$ cat config.mk
export PLATFORM = sky130hd
export DESIGN_NAME = spi_xfer_sched
export DESIGN_NICKNAME = d
export VERILOG_FILES = /design/src/rtl/spi_pkg.sv /design/src/rtl/rr_arbiter.sv /design/src/rtl/spi_xfer_sched.sv
export SDC_FILE = /design/constraint.sdc
export NUM_CORES = 1
export LEC_CHECK = 0
export CAP_MARGIN = 20
export CORE_AREA = 10 10 109 111
export CTS_BUF_LIST = sky130_fd_sc_hd__clkbuf_16
export CTS_CLUSTER_SIZE = 14
export DETAILED_ROUTE_END_ITERATION = 7
export DIE_AREA = 0 0 119 121
export PLACE_DENSITY = 0.81
export SLEW_MARGIN = 20
export SYNTH_ARGS = -nofsm -noshare
export SYNTH_HDL_FRONTEND = slang
export SYNTH_SLANG_ARGS = --single-unit
$ cat constraint.sdc
create_clock -name clk -period 3.4 [get_ports clk]
set_clock_uncertainty 0.15 [all_clocks]
set_input_delay 0.68 -clock clk [delete_from_list [all_inputs] [get_ports clk]]
set_output_delay 0.68 -clock clk [all_outputs]
set_load 0.05 [all_outputs]
$ cat src/rtl/spi_pkg.sv
// Shared constants and types for the SPI transfer scheduler: SFR map, SPISR bits, FSM states.
package spi_pkg;

  localparam int unsigned DATA_W = 8;
  localparam int unsigned ADDR_W = 3;
  localparam int unsigned SS_W   = 8;

  localparam logic [ADDR_W-1:0] ADDR_CR1 = 3'd0;
  localparam logic [ADDR_W-1:0] ADDR_CR2 = 3'd1;
  localparam logic [ADDR_W-1:0] ADDR_BR  = 3'd2;
  localparam logic [ADDR_W-1:0] ADDR_DR1 = 3'd3;
  localparam logic [ADDR_W-1:0] ADDR_SR  = 3'd3;
  localparam logic [ADDR_W-1:0] ADDR_DR2 = 3'd5;

  localparam int unsigned SR_SPIF_BIT = 0;

  localparam logic [DATA_W-1:0] CR1_FORCE = 8'h10;
  localparam logic [DATA_W-1:0] CR2_VALUE = 8'h01;
  localparam logic [DATA_W-1:0] TMO_RDATA = 8'hFF;

  typedef enum logic [3:0] {
    ST_IDLE      = 4'd0,
    ST_WR_CR1    = 4'd1,
    ST_WR_CR2    = 4'd2,
    ST_WR_BR     = 4'd3,
    ST_WR_DR     = 4'd4,
    ST_WAIT_CLR  = 4'd5,
    ST_WAIT_DONE = 4'd6,
    ST_RD        = 4'd7,
    ST_ACK       = 4'd8
  } state_e;

  typedef struct packed {
    logic [ADDR_W-1:0] addr;
    logic [DATA_W-1:0] data;
  } sfr_wr_t;

endpackage

$ cat src/rtl/rr_arbiter.sv
// Combinational round-robin arbiter: first requester at or after ptr_i, wrapping modulo N.
module rr_arbiter #(
  parameter int unsigned N  = 4,
  parameter int unsigned IW = (N > 1) ? $clog2(N) : 1
) (
  input  logic [N-1:0]  req_i,
  input  logic [IW-1:0] ptr_i,
  output logic          any_o,
  output logic [IW-1:0] gnt_idx_o,
  output logic [N-1:0]  gnt_oh_o
);

  always_comb begin
    int unsigned idx;
    logic        found;
    idx       = 0;
    found     = 1'b0;
    gnt_idx_o = '0;
    gnt_oh_o  = '0;
    for (int unsigned i = 0; i < N; i++) begin
      idx = (32'(ptr_i) + i) % N;
      if (!found && req_i[IW'(idx)]) begin
        found                = 1'b1;
        gnt_idx_o            = IW'(idx);
        gnt_oh_o[IW'(idx)]   = 1'b1;
      end
    end
    any_o = found;
  end

endmodule

$ cat src/rtl/spi_xfer_sched.sv
// Round-robin scheduler sharing one SPI master among NREQ byte requesters via the SFR port.
module spi_xfer_sched
  import spi_pkg::*;
#(
  parameter int unsigned NREQ = 4,
  parameter int unsigned TMO  = 4096
) (
  input  logic                 clk,
  input  logic                 rst,
  input  logic [NREQ-1:0]      req,
  input  logic [8*NREQ-1:0]    req_cr1,
  input  logic [8*NREQ-1:0]    req_br,
  input  logic [8*NREQ-1:0]    req_wdata,
  output logic [NREQ-1:0]      ack,
  output logic                 err,
  output logic [DATA_W-1:0]    rdata,
  output logic                 busy,
  output logic                 sfrwe,
  output logic [ADDR_W-1:0]    sfraddr_w,
  output logic [ADDR_W-1:0]    sfraddr_r,
  output logic [DATA_W-1:0]    spidata_o,
  input  logic [DATA_W-1:0]    sfrdata_i,
  output logic [SS_W-1:0]      spssn_o
);

  localparam int unsigned IDX_W = (NREQ > 1) ? $clog2(NREQ) : 1;
  localparam int unsigned CNT_W = (TMO > 1) ? $clog2(TMO) : 1;

  state_e               state_q, state_d;
  logic [IDX_W-1:0]     gnt_q, gnt_d, ptr_q, ptr_d, arb_idx;
  logic [NREQ-1:0]      gnt_oh_q, gnt_oh_d, arb_oh;
  logic [CNT_W-1:0]     cnt_q, cnt_d;
  logic                 arb_any, tmo_hit;

  logic [NREQ-1:0]      ack_q, ack_d;
  logic                 err_q, err_d, busy_q, busy_d, sfrwe_q, sfrwe_d;
  logic [DATA_W-1:0]    rdata_q, rdata_d;
  logic [ADDR_W-1:0]    raddr_q, raddr_d;
  logic [SS_W-1:0]      spssn_q, spssn_d;
  sfr_wr_t              wr_q, wr_d;

  logic [DATA_W-1:0]    cr1_a   [NREQ];
  logic [DATA_W-1:0]    br_a    [NREQ];
  logic [DATA_W-1:0]    wdata_a [NREQ];

  for (genvar i = 0; i < NREQ; i++) begin : g_slice
    assign cr1_a[i]   = req_cr1[8*i +: 8];
    assign br_a[i]    = req_br[8*i +: 8];
    assign wdata_a[i] = req_wdata[8*i +: 8];
  end

  rr_arbiter #(.N(NREQ), .IW(IDX_W)) u_arb (
    .req_i     (req),
    .ptr_i     (ptr_q),
    .any_o     (arb_any),
    .gnt_idx_o (arb_idx),
    .gnt_oh_o  (arb_oh)
  );

  always_ff @(posedge clk or posedge rst) begin
    if (rst) begin
      state_q  <= ST_IDLE;
      gnt_q    <= '0;
      gnt_oh_q <= '0;
      ptr_q    <= '0;
      cnt_q    <= '0;
    end else begin
      state_q  <= state_d;
      gnt_q    <= gnt_d;
      gnt_oh_q <= gnt_oh_d;
      ptr_q    <= ptr_d;
      cnt_q    <= cnt_d;
    end
  end

  // Next state plus output next-values; outputs are registered from the next state.
  always_comb begin
    state_d  = state_q;
    gnt_d    = gnt_q;
    gnt_oh_d = gnt_oh_q;
    ptr_d    = ptr_q;
    cnt_d    = cnt_q;
    tmo_hit  = (cnt_q == CNT_W'(TMO - 1));

    case (state_q)
      ST_IDLE: begin
        if (arb_any) begin
          state_d  = ST_WR_CR1;
          gnt_d    = arb_idx;
          gnt_oh_d = arb_oh;
        end
      end
      ST_WR_CR1: state_d = ST_WR_CR2;
      ST_WR_CR2: state_d = ST_WR_BR;
      ST_WR_BR:  state_d = ST_WR_DR;
      ST_WR_DR: begin
        state_d = ST_WAIT_CLR;
        cnt_d   = '0;
      end
      // Waiting for SPIF low first rejects a finish flag left over from the previous byte.
      ST_WAIT_CLR: begin
        cnt_d = cnt_q + CNT_W'(1);
        if (tmo_hit)                           state_d = ST_ACK;
        else if (!sfrdata_i[SR_SPIF_BIT])      state_d = ST_WAIT_DONE;
      end
      ST_WAIT_DONE: begin
        cnt_d = cnt_q + CNT_W'(1);
        if (tmo_hit)                           state_d = ST_ACK;
        else if (sfrdata_i[SR_SPIF_BIT])       state_d = ST_RD;
      end
      ST_RD: state_d = ST_ACK;
      ST_ACK: begin
        state_d = ST_IDLE;
        ptr_d   = (gnt_q == IDX_W'(NREQ - 1)) ? '0 : IDX_W'(gnt_q + 1'b1);
      end
      default: state_d = ST_IDLE;
    endcase

    sfrwe_d = 1'b0;
    wr_d    = wr_q;
    raddr_d = ADDR_SR;
    spssn_d = '1;
    busy_d  = (state_d != ST_IDLE);
    ack_d   = '0;
    err_d   = err_q;
    rdata_d = rdata_q;

    case (state_d)
      ST_WR_CR1: begin
        sfrwe_d     = 1'b1;
        wr_d.addr   = ADDR_CR1;
        wr_d.data   = cr1_a[gnt_d] | CR1_FORCE;
      end
      ST_WR_CR2: begin
        sfrwe_d     = 1'b1;
        wr_d.addr   = ADDR_CR2;
        wr_d.data   = CR2_VALUE;
      end
      ST_WR_BR: begin
        sfrwe_d     = 1'b1;
        wr_d.addr   = ADDR_BR;
        wr_d.data   = br_a[gnt_d];
      end
      ST_WR_DR: begin
        sfrwe_d     = 1'b1;
        wr_d.addr   = ADDR_DR1;
        wr_d.data   = wdata_a[gnt_d];
      end
      ST_RD:   raddr_d = ADDR_DR2;
      ST_ACK:  ack_d   = gnt_oh_d;
      default: ;
    endcase

    if (state_d inside {ST_WR_DR, ST_WAIT_CLR, ST_WAIT_DONE, ST_RD}) begin
      spssn_d[3'(gnt_d)] = 1'b0;
    end

    if (state_q == ST_RD) begin
      rdata_d = sfrdata_i;
      err_d   = 1'b0;
    end else if ((state_q == ST_WAIT_CLR || state_q == ST_WAIT_DONE) && state_d == ST_ACK) begin
      rdata_d = TMO_RDATA;
      err_d   = 1'b1;
    end
  end

  always_ff @(posedge clk or posedge rst) begin
    if (rst) begin
      ack_q   <= '0;
      err_q   <= 1'b0;
      rdata_q <= '0;
      busy_q  <= 1'b0;
      sfrwe_q <= 1'b0;
      wr_q    <= '0;
      raddr_q <= ADDR_SR;
      spssn_q <= '1;
    end else begin
      ack_q   <= ack_d;
      err_q   <= err_d;
      rdata_q <= rdata_d;
      busy_q  <= busy_d;
      sfrwe_q <= sfrwe_d;
      wr_q    <= wr_d;
      raddr_q <= raddr_d;
      spssn_q <= spssn_d;
    end
  end

  assign ack       = ack_q;
  assign err       = err_q;
  assign rdata     = rdata_q;
  assign busy      = busy_q;
  assign sfrwe     = sfrwe_q;
  assign sfraddr_w = wr_q.addr;
  assign spidata_o = wr_q.data;
  assign sfraddr_r = raddr_q;
  assign spssn_o   = spssn_q;

endmodule

* After elaboration in Yosys (flattened, before gate mapping)
Cells that the tools add are included.
Storage, ports and cells: bits in registers 61, latch bits 0, RAM bits 0, memory bits (read-only) 0, bits of input ports 110, output and inout bits 37, logic and storage cells 134, memories 0
Operators by class: $add $sub $neg 5, multiply operators 0, div/mod/pow operators 0, order comparisons 11, equal/unequal tests 18, shifts and indexed selects 0, multiplexer cells 60, bitwise operators 5, reductions and logical operators 21
Operator list (count):
- 8-bit 2-to-1 mux | 9
- 8-bit binary-select mux with 2-bit select | 3
- 4-bit 2-to-1 mux | 12
- 11-bit one-hot mux with 4 select lines | 1
- 4-bit by 3-bit == test with 1-bit output, second input constant | 8
- 4-bit one-hot mux with 8 select lines | 1
- 12-bit one-hot mux with 2 select lines | 1
- 4-bit by 2-bit == test with 1-bit output, second input constant | 4
- 1-bit 2-to-1 mux | 16
- 2-bit 2-to-1 mux | 7
- 12-bit by 1-bit adder with 12-bit output, second input constant | 1
- 12-bit == test, second input constant | 1
- 2-bit by 3-bit less-than comparator with 1-bit output, second input constant | 4
- 4-bit bitwise OR | 3
- 4-bit nonzero test | 3
- 1-bit demux with 2-bit select | 5
- 2-bit by 1-bit >= comparator with 1-bit output, second input constant | 5
- 1-bit logical AND | 9
- 1-bit binary-select mux with 2-bit select | 4
- 4-bit by 1-bit == test with 1-bit output, second input constant | 2
- 4-bit == test, second input constant | 2
- 4-bit inverter with 8-bit output | 1
- 2-bit by 1-bit adder with 2-bit output, second input constant | 2
- 2-bit adder, second input constant | 2
- other kinds (11) | 14

* Logic depth before layout (Yosys ltp)
word-level depth 20, mapped depth 13, mapped depth without buffers 10

* Hierarchy
A second synthesis with hierarchy kept.
Second synthesis, totals: cell total of the unflattened synthesis 431, area, all modules 3971.3 um^2
Modules (own cells, without submodules):
- spi_xfer_sched | times used 1, cells an instance 386, area each 3548.4 um^2, seq. area each 1382.6 um^2
- rr_arbiter | times used 1, cells an instance 45, area each 422.9 um^2, seq. area each 0.0 um^2

* Worst setup path before layout
OpenSTA, ideal clock, no wires.
path type register to register, start reg ptr_q[0], end reg wr_q, in the netlist spidata_o[4], library setup time 0.126 ns, arrival 3.072 ns, data required time 3.124 ns, slack 0.052 ns, stages on the path, launching flop included 13, buffers on the path 3, cell sequence dfrtp_1 -> buf_2 -> inv_1 -> ha_1 -> mux4_2 -> nor2b_1 -> buf_4 -> mux2i_4 -> nor2_4 -> buf_6 -> a211oi_1 -> a311oi_1 -> o32a_1
On the way: longest elaborated chain between the ends 19, elaborated cells between the ends (all ways) 42, those cells by class add/sub (3); eq/ne (4); mux (27); bitwise (1); reduce/logical (7)
Ends and longest elaborated chain:
- from (decl) | RTL line spi_xfer_sched.sv:30 | logic [IDX_W-1:0] gnt_q, gnt_d, ptr_q, ptr_d, arb_idx;
- from (signal assigned) | RTL line spi_xfer_sched.sv:71 | ptr_q <= ptr_d;
- parallel branches: the longest is 19 deep, another holds 2-bit by 1-bit adder with 2-bit output
- to (signal assigned) | RTL line spi_xfer_sched.sv:183 | wr_q <= wr_d;
- to (decl) | RTL line spi_xfer_sched.sv:40 | sfr_wr_t wr_q, wr_d;
Parallel ways; which one is timed is not known. The select of a mux whose other input is x is not followed. A chain may end at the register's enable or synchronous reset.

* Final worst setup path
start in req[0], end reg wr_q, in the netlist spidata_o[4]
On the way: longest elaborated chain between the ends 19, elaborated cells between the ends (all ways) 39, those cells by class eq/ne (4); mux (27); bitwise (1); reduce/logical (7)
Ends and longest elaborated chain:
- from (decl) | RTL line spi_xfer_sched.sv:10 | input logic [NREQ-1:0] req,
- 1-bit binary-select mux with 2-bit select | RTL line rr_arbiter.sv:22 | if (!found && req_i[IW'(idx)]) begin
- 1-bit 2-to-1 mux (implied by the code) | RTL line rr_arbiter.sv:22
- 1-bit 2-to-1 mux | RTL line rr_arbiter.sv:22
- 1-bit logical NOT | RTL line rr_arbiter.sv:22
- 1-bit logical AND | RTL line rr_arbiter.sv:22
- 1-bit 2-to-1 mux | RTL line rr_arbiter.sv:22
- 1-bit logical NOT | RTL line rr_arbiter.sv:22
- 1-bit logical AND | RTL line rr_arbiter.sv:22
- [... 2 more ...]
- 1-bit logical AND | RTL line rr_arbiter.sv:22
- 2-bit 2-to-1 mux or 1-bit 2-to-1 mux (tied branches) | RTL line rr_arbiter.sv:22
- 2-bit 2-to-1 mux | RTL line spi_xfer_sched.sv:87 | if (arb_any) begin
- 2-bit 2-to-1 mux | RTL line spi_xfer_sched.sv:85 | case (state_q)
- 2-bit inverter with 3-bit output (implied by the code) | RTL line spi_xfer_sched.sv:142, spi_xfer_sched.sv:147
- 8-bit binary-select mux with 2-bit select (on tied branches) | RTL line spi_xfer_sched.sv:147, spi_xfer_sched.sv:142
- 8-bit 2-to-1 mux (on tied branches) (2 in a row) | RTL line spi_xfer_sched.sv:147, spi_xfer_sched.sv:142
- 11-bit one-hot mux with 4 select lines | RTL line spi_xfer_sched.sv:128 | case (state_d)
Several ways; a longest one is shown, not always the timed one. The select of a mux whose other input is x is not followed.

==> run_results.csv <==
group,metric,value,unit
outcome,status,"completed",
floorplanning,die_h,121,µm
yosys,syn_area,3760,µm²
sta,setup_viol,0,
power,p_switching,2.63,mW
layout,nets,716,
global_route,grt.total_usage,0.183,
setup_path,crit_path_start_kind,"primary input",
sta,tightest_slew,0.563,ns
power,p_per_area,940,nW/µm²
cts,cts.path.max_buffers,2,
yosys,synth_top_area_frac,0.332,
power,seqPwrFrac,0.191,
sta,max_slew_margin,0.621,
yosys,seq_area_frac_synth,0.367,
yosys,ys_types,70,
setup_path,worstSetupStartpoint,"req[0]",
drt,vias,4248,
setup_path,crit_top_cell,"buf_4",
cts,clk_latency,0.30,ns
yosys,synth.avg_cell_area,8.71,µm²
layout,fin_area,5790,µm²
floorplanning,dieArea,14400,µm²
setup_path,cpMaxStageDelayCell,"mux4_2",
setup_path,cp_cell_sequence,"clkdlybuf4s50_1, buf_4, mux4_2, nor2b_1, buf_4, mux2i_4, nor2_4, buf_12, a211oi_1, a311oi_1, o32a_1",
hold_path,hp-class,"flip-flop to flip-flop",
power,p_sw_frac,0.483,
yosys,yosysWarnings,0,
hold_path,hold_start,"rdata[7]",
drt,vias_per_cell,5.80,
yosys,synth.area.top_cells,"dfrtp_1 (33%), o21ai_0 (5.2%), nand2_1 (5.2%)",
drt,ant_nets,0,
place,place_congestion,0.926,
global_route,grt_max_degree,21,
floorplanning,die_w,119,µm
layout,areaGrowthSynthToFinish,53.9,%
sta,slew_violations,0,
power,p_leak,2.37,nW
hold_path,holdPathStages,1,
sta,finalCritPeriodShare,0.984,
cts,numCtsBuffers,5,
power,vdd_ir_drop_max,0.000534,V
floorplanning,initial_core_util,0.390,
cts,clock-sinks,55,
setup_path,path_max_fanout,9,
floorplanning,rows,36,
global_route,grt.overflow.total,0,
floorplanning,coreArea,9640,µm²
yosys,synth_edf_count,0,
drt,avgRoutedWirePerCell,19.2,µm
drt,totalWireLength,14.1,mm
sta,rsz0062_at_grt,"true",
global_route,antenna_found_initial,0,
sta,fin_crit,3.34,ns
hold_path,whs_endpoint,"rdata[7]",
setup_path,worstReg2RegEnd,"spidata_o[4]",
yosys,synthArstFlopShare,1.00,
place,dp_hpwl,10.9,mm
setup_path,worstSetupEndpointType,"flip-flop",
global_route,grt_pass1_wl,21.8,mm
sta,hold_viol_final,0,
layout,drive_gt1_frac,0.178,
power,combinationalPowerShare,0.711,
setup_path,required,3.43,ns
power,power_frac_clock,0.098,
setup_path,ff2ff_path_depth,11,
setup_path,crit_type,"primary input to flip-flop",
setup_path,r2r_slack,0.11,ns
setup_path,r2r_start,"ptr_q[1]",
job,cap_violations,0,
floorplanning,io_pins,147,
cts,cts_tree,"done",
setup_path,max_stage_delay,0.48,ns
place,placed_area,5520,µm²
drt,drtIter0Drc,462,
yosys,synth_top_cell_by_area,"dfrtp_1",
global_route,grt_pass1_vias,4217,
cts,root_buffer,"clkbuf_16",
setup_path,critPathArrivalTime,3.38,ns
yosys,yosys_register_bits,55,
drt,drt-pass1-iter-count,6,
place,io_buffer_count,136,
cts,htree_levels,2,
layout,antennaDiodeCount,0,
drt,drc,0,
sta,clock.fmax,299,MHz
cts,clk_pin_slew,0.07,ns
sta,hold_slack,0.363,ns
power,intPower,2.81,mW
yosys,synthFlopType,"dfrtp_1",
yosys,syn_inst,432,
-- flip-flops by register name (all words and copies together) (netlist names) --
register and cells:
ack 4, busy 1, cnt_q 12, err 1
gnt_oh_q 4, gnt_q 2, ptr_q 2, rdata 8
sfraddr_r 2, sfraddr_w 2, sfrwe 1, spidata_o 8
spssn_o 4, state_q 4
-- timing repair --
item	4_1_cts	5_1_grt
hold buffers	0	0
endpoints found under the setup margin	4	8
setup buffers	0	2
resized for setup	4	21
gates cloned	0	1
hold endpoints to repair	0	0
pin swaps	2	3
-- per-layer routing --
layer | global-route usage | share of wire | routed length [µm] | vias up
met5 | 0 | 0 | 0 | -
met2 | 0.319 | 0.52 | 7290 | 233
met4 | 0.0557 | 0.026 | 364 | 0
met3 | 0.0354 | 0.071 | 1000 | 39
li1 | - | - | - | 1935
met1 | 0.222 | 0.39 | 5450 | 2041
-- per-stage QoR --
stage               power, mW  setup TNS [ns]  cells   util  worst slack, ns
finish                   5.44               0    733  0.601           0.0553
global route             5.78         -0.0953    733  0.601          -0.0627
CTS                      5.23               0    730  0.590           0.0164
detailed placement       4.64           -2.27    722  0.572           -0.410
global placement         4.53           -1.63    722  0.572           -0.388
floorplan                3.32               0    436      -           0.0522
-- placed cells by master, fill, tap and decap left out, drive strengths merged, types with 8 or more instances in the layout --
cell type        n
a31o             8
nand2           52
a21boi           8
o22a             8
nand3           17
dfrtp           50
mux2i           10
nor2            32
a21oi           24
o21ai           41
buf             54
a31oi           15
clkdlybuf4s50  134
inv              8
-- worst max-delay path by stage --
stage                         endpoint  slack, ns
final                     spidata_o[4]       0.06
after floorplan           spidata_o[4]       0.05
after detailed placement  spidata_o[1]      -0.41
after global routing      spidata_o[4]      -0.06
after CTS                 spidata_o[1]       0.02
after global placement    spidata_o[1]      -0.39
-- critical path: cells and delay by family --
kind	cells	cell delay, ns
muxes	2	0.77
AOI/OAI and AO/OA	3	0.76
buffers and inverters	4	0.90
and+or+nand+nor	2	0.25
-- cells by family (layout without fill, tap and decap cells) --
logic type,Yosys count,in the layout,share of synthesized area
AOI/OAI and AO/OA,145,145,0.260
xor gates and xnor gates,1,1,0.00233
adders and majority gates,8,8,0.0259
buffers and inverters,42,206,0.0585
DFF,55,55,0.367
muxes,18,18,0.0638
other,2,6,0.00200
and+or+nand+nor,161,161,0.220
-- cells in the mapped netlist (3+ instances only) --
master and n:
nand2_1 52, dfrtp_1 50, o21ai_0 39, nor2_1 31
a21oi_1 24, nand3_1 17, a31oi_1 15, clkbuf_1 14
mux2i_1 9, buf_4 8, o22a_1 8, a31o_2 7
buf_2 7, ha_1 7, nor2b_1 7, a2111oi_0 6
and2_1 6, and3_1 6, inv_1 6, a21boi_0 5
a221oi_1 5, a22oi_1 5, dfstp_2 5, nand3b_1 5
nor4_1 5, a211oi_1 4, mux2_2 4, nand2b_1 4
nand4_1 4, nor3b_1 4, o32a_1 4, or4_1 4
buf_6 3, mux4_2 3, nor3_1 3, o21a_1 3
-- power by group through the flow --
stage               registers (mW)  clock network (mW)  logic [mW]
floorplan                     1.55                   0        1.76
global placement              1.04                   0        3.49
detailed placement            1.04                   0        3.59
CTS                           1.04               0.540        3.65
global route                  1.06               0.563        4.15
finish                        1.04               0.533        3.87
-- area by class of cell --
class | count | area [µm²]
Timing Repair Buffer | 191 | 1830
Sequential cell | 55 | 1380
Inverter | 7 | 28.8
Clock buffer | 5 | 125
Tap cell | 133 | 166
Clock inverter | 3 | 27.5
Fill cell | 817 | 3850
Multi-Input combinational cell | 339 | 2240
No activity file was read; power rests on OpenSTA's default activity.
==> RTL edit (config.mk and constraints unchanged) <==
Reset style: synchronous (`rst`), changed in 2 clocked blocks.
--- a/src/rtl/spi_xfer_sched.sv
+++ b/src/rtl/spi_xfer_sched.sv
@@ -57,7 +57,7 @@
     .gnt_oh_o  (arb_oh)
   );
 
-  always_ff @(posedge clk or posedge rst) begin
+  always_ff @(posedge clk) begin
     if (rst) begin
       state_q  <= ST_IDLE;
       gnt_q    <= '0;
@@ -164,7 +164,7 @@
     end
   end
 
-  always_ff @(posedge clk or posedge rst) begin
+  always_ff @(posedge clk) begin
     if (rst) begin
       ack_q   <= '0;
       err_q   <= 1'b0;
Function: differs if rst is asserted again (counterexample within 4 cycles, from zero or initial values and one cycle with rst high); with rst held inactive, the same outputs for 10 cycles.
==> RTL edit against the original RTL <==
- first-iteration DRC count fell by 26%
- register-to-register slack gained 160 ps
- wire length down 8.7%
- critical path type unchanged
- sequential cell count unchanged
- utilization decreased by 3.8 points
- critical path depth down 1
- cell area down 6.3%
- setup slack improved by 170 ps
- worst hold slack lost 18 ps
- area after synthesis is 3.0% lower
Power is not compared: it rests on default switching activity, and its combinational part moved more than twofold at a synthesized area within 25%.
==> RTL edit: results (changes against the original RTL) <==
drt:
  num_vias: 4085  # was 4248
  first_pass_iters: 7  # was 6
  wl_per_cell_um: 17.2  # was 19.2 um
  drtIter0Drc: 341  # was 462
final_layout:
  nets: 733  # was 716
  drive_above_1_share_pct: 10.5  # was 17.8%
  nFillCells: 889  # was 817
global_routing:
  grt_pass1_vias: 3991  # was 4217
  grt_pass1_wl_um: 20300  # was 21800 um
  grt_max_degree: 47  # was 21
  track_usage_pct: 17.0  # was 18.3%
timing:
  worst_pin_slew_ps: 832  # was 563 ps
  period_share_pct: 93.4  # was 98.4%
setup_path:
  r2r-start: "ptr_q[0]"  # was ptr_q[1]
  worstRegToRegCells: 11  # unchanged
  cp.arrival_ps: 3260  # was 3380 ps
  reg2reg_to: "spidata_o[7]"  # was spidata_o[4]
  crit_fanout: 14  # was 9
  rrSetupSlack_ps: 270  # was 110 ps
  cp-startpoint: "req[2]"  # was req[0]
worst_hold_path:
  hold-path-cell-count: 2  # was 1
  hp-start: "sfraddr_w[0]"  # was rdata[7]
  whs_endpoint: "sfraddr_w[0]"  # was rdata[7]
placement:
  place.gp.congestion: 0.925  # was 0.926
  placed_area_mm2: 0.00524  # was 0.00552 mm^2
  dpl.hpwl_um: 10300  # was 10900 um
cts:
  clkTransAtPathRegs_ps: 70  # about the same
  htree_num_levels: 2  # unchanged
  cts_max_path_buffers: 2  # unchanged
  post_cts_buffers: 0  # unchanged
logic_synthesis:
  synth_commonest_cells: "83 x nor2_1, 55 x dfxtp_1, 34 x nand2_1, 27 x a21oi_1, 22 x nand3_1"  # was 52 x nand2_1, 50 x dfrtp_1, 39 x o21ai_0, 31 x nor2_1, 24 x a21oi_1
  yosys_warnings: 0  # unchanged
  synth_area_leaders: "dfxtp_1 30%, nor2_1 8.5%, mux2i_1 4.9%"  # was dfrtp_1 33%, o21ai_0 5.2%, nand2_1 5.2%
  synth.distinct_cells: 64  # was 70
  async_flop_share_pct: 0  # was 100%
  ys_seq_area_share_pct: 30.1  # was 36.7%
  yosysMostFrequentCell: "nor2_1"  # was nand2_1
status:
  outcome: "finished clean"  # unchanged
-- RTL edit: metal layers --
layer / track usage [%] / vias up / share of wire, %
li1: - / 1999 / -
met5: 0 / - / 0
met4: 3.97 / 0 / 1.7
met3: 3.91 / 17 / 7.3
met2: 30.8 / 174 / 50
met1: 19.7 / 1895 / 41
-- RTL edit: cell families (layout without fill, tap and decap cells) --
logic type	after synthesis	in the layout	synth area share, %
AND/OR/NAND/NOR	207	207	27.6
buffers and inverters	50	187	7.16
AO/OA/AOI/OAI	131	131	24.9
multiplexers	24	24	7.40
flip-flops	55	55	30.1
other	2	6	0.206
adder cells (fa/ha/maj)	7	7	2.33
XOR/XNOR	1	1	0.240
-- RTL edit: worst max path at each step --
stage,slack (ps),cells past startpoint,end
detailed placement,-60,11,spidata_o[6]
floorplan,160,13,spidata_o[0]
CTS,210,11,spidata_o[7]
global placement,-20,11,spidata_o[6]
finish,230,10,spidata_o[7]
global route,30,10,spidata_o[7]
-- RTL edit: repair_timing --
item | in CTS | in global routing
endpoints found under the setup margin | 0 | 3
resized for setup | 0 | 1
endpoints found under the hold margin | 0 | 0
-- RTL edit: final cells by class --
| class | instances | share of cell area [%] |
|---|---|---|
| flip-flops and latches | 55 | 20.3 |
| inverters | 7 | 0.484 |
| repair buffers | 172 | 30.2 |
| clock buffers | 5 | 2.30 |
| well taps | 133 | 3.07 |
| multi-input cells | 376 | 42.5 |
| clock inverters | 3 | 1.18 |
-- RTL edit: critical path, cell delays in order --
cell	delay [ps]
clkdlybuf4s50_1	510
or3b_1	370
a2111oi_2	380
nand3b_4	220
o21ai_2	90
buf_4	210
a21boi_0	190
a211oi_1	80
o311ai_1	350
o31a_1	180
-- RTL edit: where the power goes --
group | internal, uW | total, uW | switching, uW | leakage, uW
sequential | 726 | 781 | 55.3 | 0.000448
clock | 420 | 650 | 231 | 0.0000952
combinational | 537 | 1270 | 732 | 0.00149
total | 1680 | 2700 | 1020 | 0.00203
-- RTL edit: stage by stage --
| stage | setup slack (ps) | TNS (ps) | utilization, % | cells | hold WS [ps] |
|---|---|---|---|---|---|
| detailed placement | -57.2 | -166 | 54.3 | 743 | 336 |
| global route | 29.1 | 0 | 56.3 | 751 | 365 |
| floorplan | 156 | 0 | - | 481 | 317 |
| global placement | -22.1 | -22.1 | 54.3 | 743 | 332 |
| CTS | 210 | 0 | 56.3 | 751 | 349 |
| finish | 226 | 0 | 56.3 | 751 | 346 |
